===== config.mk =====
export PLATFORM = sky130hd
export DESIGN_NAME = vga_timing_gen
export DESIGN_NICKNAME = d
export VERILOG_FILES = /design/src/rtl/vga_timing_pkg.sv /design/src/rtl/vga_axis_cnt.sv /design/src/rtl/vga_timing_gen.sv
export SDC_FILE = /design/constraint.sdc
export NUM_CORES = 1
export LEC_CHECK = 0
export CORE_MARGIN = 4
export CORE_UTILIZATION = 40
export CTS_CLUSTER_SIZE = 8
export DETAILED_ROUTE_END_ITERATION = 8
export DONT_BUFFER_PORTS = 1
export PLACE_DENSITY_LB_ADDON = 0.15
export SETUP_SLACK_MARGIN = 0.02
export SYNTH_ARGS = -nofsm -noshare
export SYNTH_HDL_FRONTEND = slang
export SYNTH_SLANG_ARGS = --single-unit

===== constraint.sdc =====
create_clock -name pclk -period 2.4 [get_ports pclk]
set_clock_uncertainty 0.2 [all_clocks]
set_input_delay 0.36 -clock pclk [delete_from_list [all_inputs] [get_ports pclk]]
set_output_delay 0.36 -clock pclk [all_outputs]
set_load 0.02 [all_outputs]

===== src/rtl/vga_timing_pkg.sv =====
// Shared raster constants for the VGA pipeline: default 800x600@60 timing, count width,
// and the per-axis total helper used by both the timing source and the draw chain.
package vga_timing_pkg;

   localparam int unsigned CNT_W     = 11;
   localparam int unsigned MAX_TOTAL = 2048;

   localparam int unsigned H_ACTIVE_DEF = 800;
   localparam int unsigned H_FP_DEF     = 40;
   localparam int unsigned H_SYNC_DEF   = 128;
   localparam int unsigned H_BP_DEF     = 88;

   localparam int unsigned V_ACTIVE_DEF = 600;
   localparam int unsigned V_FP_DEF     = 1;
   localparam int unsigned V_SYNC_DEF   = 4;
   localparam int unsigned V_BP_DEF     = 23;

   function automatic int unsigned axis_total(input int unsigned active, input int unsigned fp,
                                              input int unsigned sync, input int unsigned bp);
      return active + fp + sync + bp;
   endfunction

endpackage


===== src/rtl/vga_axis_cnt.sv =====
// One raster axis: wrapping counter with sync and blank flags registered from the next count,
// so flags always describe the count presented in the same cycle.
module vga_axis_cnt
   import vga_timing_pkg::*;
#(
   parameter int unsigned ACTIVE = H_ACTIVE_DEF,
   parameter int unsigned FP     = H_FP_DEF,
   parameter int unsigned SYNC   = H_SYNC_DEF,
   parameter int unsigned BP     = H_BP_DEF,
   parameter bit          POL    = 1'b1
) (
   input  logic             pclk,
   input  logic             rst,
   input  logic             step,
   output logic             wrap_out,
   output logic [CNT_W-1:0] count,
   output logic             sync,
   output logic             blnk
);

   localparam int unsigned      TOTAL      = axis_total(ACTIVE, FP, SYNC, BP);
   localparam int unsigned      SYNC_START = ACTIVE + FP;
   localparam int unsigned      SYNC_STOP  = ACTIVE + FP + SYNC;
   localparam logic [CNT_W-1:0] LAST       = CNT_W'(TOTAL - 1);

   if (TOTAL > MAX_TOTAL) begin : g_total_check
      $error("vga_axis_cnt: total %0d exceeds %0d", TOTAL, MAX_TOTAL);
   end

   logic [CNT_W-1:0] count_d;
   int unsigned      nxt;

   assign wrap_out = step && (count == LAST);

   always_comb begin
      count_d = count;
      if (step) begin
         count_d = wrap_out ? '0 : count + 1'b1;
      end
   end

   assign nxt = 32'(count_d);

   always_ff @(posedge pclk or negedge rst) begin
      if (!rst) begin
         count <= '0;
         sync  <= ~POL;
         blnk  <= 1'b0;
      end else begin
         count <= count_d;
         sync  <= (nxt >= SYNC_START && nxt < SYNC_STOP) ? POL : ~POL;
         blnk  <= (nxt >= ACTIVE);
      end
   end

endmodule


===== src/rtl/vga_timing_gen.sv =====
// Raster timing source: horizontal and vertical axis counters plus a registered frame-start
// tick that coincides with the counts showing (0,0) after a wrap.
module vga_timing_gen
   import vga_timing_pkg::*;
#(
   parameter int unsigned H_ACTIVE  = H_ACTIVE_DEF,
   parameter int unsigned H_FP      = H_FP_DEF,
   parameter int unsigned H_SYNC    = H_SYNC_DEF,
   parameter int unsigned H_BP      = H_BP_DEF,
   parameter int unsigned V_ACTIVE  = V_ACTIVE_DEF,
   parameter int unsigned V_FP      = V_FP_DEF,
   parameter int unsigned V_SYNC    = V_SYNC_DEF,
   parameter int unsigned V_BP      = V_BP_DEF,
   parameter bit          HSYNC_POL = 1'b1,
   parameter bit          VSYNC_POL = 1'b1
) (
   input  logic             pclk,
   input  logic             rst,
   output logic [CNT_W-1:0] hcount,
   output logic [CNT_W-1:0] vcount,
   output logic             hsync,
   output logic             vsync,
   output logic             hblnk,
   output logic             vblnk,
   output logic             frame_tick
);

   logic h_wrap;
   logic v_wrap;

   vga_axis_cnt #(
      .ACTIVE (H_ACTIVE),
      .FP     (H_FP),
      .SYNC   (H_SYNC),
      .BP     (H_BP),
      .POL    (HSYNC_POL)
   ) u_h_axis (
      .pclk     (pclk),
      .rst      (rst),
      .step     (1'b1),
      .wrap_out (h_wrap),
      .count    (hcount),
      .sync     (hsync),
      .blnk     (hblnk)
   );

   vga_axis_cnt #(
      .ACTIVE (V_ACTIVE),
      .FP     (V_FP),
      .SYNC   (V_SYNC),
      .BP     (V_BP),
      .POL    (VSYNC_POL)
   ) u_v_axis (
      .pclk     (pclk),
      .rst      (rst),
      .step     (h_wrap),
      .wrap_out (v_wrap),
      .count    (vcount),
      .sync     (vsync),
      .blnk     (vblnk)
   );

   // v_wrap already implies the horizontal wrap, so it marks the last pixel of the frame.
   always_ff @(posedge pclk or negedge rst) begin
      if (!rst) begin
         frame_tick <= 1'b0;
      end else begin
         frame_tick <= v_wrap;
      end
   end

endmodule


# Yosys cells after proc, flatten, opt, wreduce, memory -nomap -nowiden
# Index checks and enable logic that the tools add are counted.
[op_classes]
addsub = 2
magnitude_cmp = 6
eq_ne = 2
muxes = 5
n_reduce_logical = 3
[ops]
columns = ["operator", "count"]
rows = [
  ["11-bit by 10-bit >= comparator with 1-bit output (second input constant)", 4],
  ["11-bit two-way mux", 3],
  ["11-bit by 1-bit adder with 11-bit output (second input constant)", 2],
  ["11-bit by 10-bit less-than comparator with 1-bit output (second input constant)", 2],
  ["11-bit by 10-bit equality test with 1-bit output (second input constant)", 1],
  ["11-bit equality test (second input constant)", 1],
  ["1-bit logical AND", 3],
  ["1-bit two-way mux", 2],
]
[word_totals]
regBits = 27
in_bits = 2
output_inout_bits = 27
elab_cells = 25

# Logic depth before layout (Yosys ltp)
[logic_depth]
ltp_word = 7
depth_mapped = 8
ltp_nobuf = 7

# Cells and area by module
# From an unflattened synthesis, not the netlist that was laid out.
[unflattened]
hier_cells = 158
area_unflattened_um2 = 1580.3
[modules_own_cells]
columns = ["module", "n_inst", "cells_each", "area_each_um2", "seq_area_each_um2"]
rows = [
  ["vga_axis_cnt (u_v_axis)", 1, 87, 845.8, 325.3],
  ["vga_axis_cnt (u_h_axis)", 1, 69, 705.7, 325.3],
  ["vga_timing_gen", 1, 2, 28.8, 25.0],
]

# Least setup slack after synthesis
# OpenSTA, ideal clock, no wires.
[synth_timing]
kind = "reg-to-reg"
start = "register u_v_axis.count[3]"
end = "register u_v_axis.sync"
setup_time_ns = 0.095
arrival_ns = 2.161
required_time_ns = 2.105
path_slack_ns = -0.056
stages_incl_launch_ff = 8
path_buffers = 1
synth_period_minus_slack_ns = 2.456
path_cell_list = "dfrtp_1 buf_6 or4_4 nor4b_4 o21ai_1 a22o_1 a211oi_2 nor4b_2"
[synth_between]
elab_chain_len = 7
word_cells_on_any_way = 9
classes_between = "1 x add/sub; 2 x order compare; 1 x eq/ne; 3 x mux; 2 x reduce/logical"
[synth_rtl]
columns = ["item", "line", "text"]
rows = [
  ["start, declared", "vga_axis_cnt.sv:16", "output logic [CNT_W-1:0] count,"],
  ["start signal, assigned", "vga_axis_cnt.sv:50", "count <= count_d;"],
  ["branches (longest 2 deep; another with 11-bit by 1-bit adder with 11-bit output)", "n/a", ""],
  ["11-bit two-way mux (*)", "vga_axis_cnt.sv:38", "count_d = wrap_out ? '0 : count + 1'b1;"],
  ["11-bit two-way mux (*)", "vga_axis_cnt.sv:37", "if (step) begin"],
  ["net u_v_axis.count_d[6]", "vga_axis_cnt.sv:30", "logic [CNT_W-1:0] count_d;"],
  ["11-bit by 10-bit >= comparator with 1-bit output / 11-bit by 10-bit less-than comparator with 1-bit output (equally long branches)", "vga_axis_cnt.sv:51", "sync <= (nxt >= SYNC_START && nxt < SYNC_STOP) ? POL : ~POL;"],
  ["1-bit logical AND (*)", "vga_axis_cnt.sv:51", ""],
  ["1-bit two-way mux (*)", "vga_axis_cnt.sv:51", ""],
  ["end signal, assigned", "vga_axis_cnt.sv:47", "sync <= ~POL;"],
  ["end signal, assigned", "vga_axis_cnt.sv:51", ""],
  ["end, declared", "vga_axis_cnt.sv:17", "output logic sync,"],
]
# Mark *: on every way through the listed nets, which the timed path passes.

# Worst setup path after layout
[layout_timing]
start = "register u_v_axis.count[10]"
end = "register u_v_axis.sync"
[layout_between]
elab_chain_len = 7
word_cells_on_any_way = 9
classes_between = "1 x add/sub; 2 x order compare; 1 x eq/ne; 3 x mux; 2 x reduce/logical"
[layout_rtl]
columns = ["item", "line", "text"]
rows = [
  ["11-bit by 10-bit equality test with 1-bit output (*)", "vga_axis_cnt.sv:33", "assign wrap_out = step && (count == LAST);"],
  ["1-bit logical AND (*)", "vga_axis_cnt.sv:33", ""],
  ["11-bit two-way mux (*)", "vga_axis_cnt.sv:38", ""],
  ["11-bit two-way mux (*)", "vga_axis_cnt.sv:37", ""],
  ["net u_v_axis.count_d[6]", "vga_axis_cnt.sv:30", ""],
  ["11-bit by 10-bit >= comparator with 1-bit output / 11-bit by 10-bit less-than comparator with 1-bit output (equally long branches)", "vga_axis_cnt.sv:51", ""],
  ["1-bit logical AND (*)", "vga_axis_cnt.sv:51", ""],
  ["1-bit two-way mux (*)", "vga_axis_cnt.sv:51", ""],
]
# Mark *: on every way through the listed nets, which the timed path passes. The rest lies on a longest branch.

==> run metrics <==
status=finished clean; crit path time final=2.35 ns; number of synthesized flops with an enable pin=0; max_cap viols=0; Synth cell types=between 40 and 50; drt pass-1 iters=4; fin. max-slew vios=0; Synth Flop Type=dfrtp_1; Worst-Margin Slew=0.506 ns; post-synthesis cell area=0.00151 sq mm; worst-skew pair later-pin latency=~0.27 ns; largest net degree at the start of global routing=28; Syn Nets=162; P_leak=about 0.00083 uW; fillcell total=341; final antenna-violating net count=0; largest cells by area after synthesis=dfrtp_1 (45%), xnor2_1 (4.1%), xor2_1 (4.1%); drt total wl=3.42 mm; critical-path maximum fanout=4; Tcrit/Tclk final=a little over nine tenths; H-tree levels=1; clk buf depth=2; proportion of layout cells with a drive suffix above 1=27.3%; hpwl dp=2.67 mm; vias per cell=5.41; Placer Congestion=0.862; post-synth top area cell=dfrtp_1; Area Growth Syn to Fin=22.2%; area of the core=about 0.0037 sq mm; Hold/Removal Path Class=in -> async; Crit. End Element=flip-flop; IO buf count=0; fin area=0.00185 sq mm; gr ovfl total=0; initial detailed-routing violation count=68; Reg clk slew, reported paths=0.10 ns; Die W=69.4 um; register area share after synthesis=44.7%; CP max stage delay=0.55 ns; VDD IR max=0.243 mV; Vias=1272; CP Cell Sequence=or4_4, nor4b_4, o21ai_1, a22o_1, a211oi_2, nor4b_2; RSZ-0062 raised after global routing=true; Ant. Diodes=0; post-CTS setup repair buffer count=0; WP data required=~2.4 ns; first-pass GRT wire length=5.91 mm; Setup crit start kind=flip-flop; Fin. Hold Viols=0; setup violators final=0; ys async rst share=between 90% and 100%; Ports=29; drt drc=0; number of global-route vias before repair=1225; Die ar.=0.00482 sq mm; Rel. slew slack=65.8%; die span in y=69.4 um; Yosys reg bits=27; critical path type=reg -> reg; maximum clock frequency=426 MHz; Mapped Avg Cell Area=9.56 sq um; dpl cells=229; Resize count post-CTS=0; GRT Total Usage=15.1%; root buf cell=clkbuf_8; Worst path slowest cell=or4_4; PwrDens=398 mW/mm^2; Starting Density=41.3%; Inserted Clock Buffers=3; Mapped Cells=around 160; Non-Filler Instances=around 240; Worst EP arrival=2.33 ns; Sink Count=27; Post-DP Area=0.00177 sq mm; FP Rows=22; synthesis warning total=0; TritonCTS clock tree=yes; area share of the largest cell type after synthesis=44.7%; Layout Nets=around 190; Routed wire per std cell=14.5 um; initial antenna violation count=0
per-stage QoR:
step           total power (uW)  hold slack, ns  TNS, ns  utilization [%]  worst slack, ns
4_1_cts                     747           0.304        0             50.4           0.0210
6_report                    734           0.305        0             50.4           0.0506
3_5_place_dp                464          -0.135        0             48.3           0.0134
3_3_place_gp                464          -0.135        0             48.3           0.0449
5_1_grt                     765           0.312  -0.0916             50.4          -0.0916
2_1_floorplan               464          -0.136        0                -           0.0210
placed cells by master (no fill, tap or decap), types with 6 or more instances in the layout:
cell type / n
o21ai_0: 10
buf_4: 29
xor2_1: 7
nand2_1: 16
a21oi_1: 6
inv_1: 8
nand4_1: 6
nor2_1: 10
xnor2_1: 7
dfrtp_1: 22
what timing repair did:
| item | CTS | global route |
|---|---|---|
| endpoints found under the setup margin | 1 | 2 |
| pin swaps | 1 | 0 |
| cloned | 0 | 0 |
| hold endpoints to repair | 27 | 0 |
| hold buffers | 2 | 0 |
metal layers:
layer  vias up  part of all wire [%]  GRT usage (%)  wire length, um
met3         2                   6.5           4.78              222
met4         0                  0.56           4.77               19
li1        630                     -              -                -
met1       612                    43           17.2             1460
met2        28                    50           26.7             1720
met5         -                     0              0                0
flip-flops by register name, summed over array words and instances, names as in the netlist:
register and count:
u_v_axis.count 11, u_v_axis.blnk 1, u_v_axis.sync 1, u_h_axis.blnk 1
u_h_axis.count 11, frame_tick 1, u_h_axis.sync 1
report_power, final:
part / switching, uW / internal, uW / total, uW / leakage (uW)
clock network: 148 / 118 / 266 / 0.0000217
registers: 0 / 454 / 454 / 0.000355
logic: 9.18 / 4.42 / 13.6 / 0.000452
total: 157 / 577 / 734 / 0.000828
cell families after synthesis:
family / share of synthesized area (%)
simple gates: 24.0
compound gates: 16.0
flops: 44.7
xor+xnor: 8.12
buf+inv: 3.98
mux: 1.49
fa+ha+maj: 1.66
synth_stat cells, types with 3 or more instances:
| library cell | n |
|---|---|
| nor2_1 | 11 |
| dfrtp_1 | 27 |
| nand4_1 | 6 |
| inv_1 | 8 |
| clkbuf_1 | 5 |
| o21ai_0 | 10 |
| nor3_1 | 5 |
| a31oi_1 | 3 |
| and3_1 | 4 |
| a21oi_1 | 6 |
| nand2_1 | 16 |
| xor2_1 | 7 |
| nand3_1 | 5 |
| xnor2_1 | 7 |
critical path: cells and delay by family (launching register included):
family,cells,cell delay [ns]
AND/OR/NAND/NOR,3,1.08
flip-flops,1,0.41
AO/OA/AOI/OAI,3,0.56
worst paths after layout:
path	start	end	slack (ns)	depth (start not counted)
setup / recovery	u_v_axis.count[10]	u_v_axis.sync	0.05	6
hold / removal	rst	u_v_axis.count[3]	0.31	2
setup reg to reg	u_v_axis.count[10]	u_v_axis.sync	0.05	6
hold reg to reg	u_h_axis.count[1]	u_h_axis.count[1]	0.31	1
max in group asynchronous	rst	u_v_axis.count[7]	1.52	2
min in group pclk	u_h_axis.count[1]	u_h_axis.count[1]	0.31	1
final cells by class:
| class | instances | area [sq um] | share of cell area [%] |
|---|---|---|---|
| multi-input cells | 117 | 777 | 42.1 |
| flip-flops and latches | 27 | 682 | 36.9 |
| repair buffers | 31 | 248 | 13.4 |
| well taps | 48 | 60.1 | 3.25 |
| clock buffers | 3 | 41.3 | 2.24 |
| inverters | 8 | 30.0 | 1.63 |
| clock inverters | 1 | 7.51 | 0.407 |
Note: power is estimated with default switching activity, not from simulation.
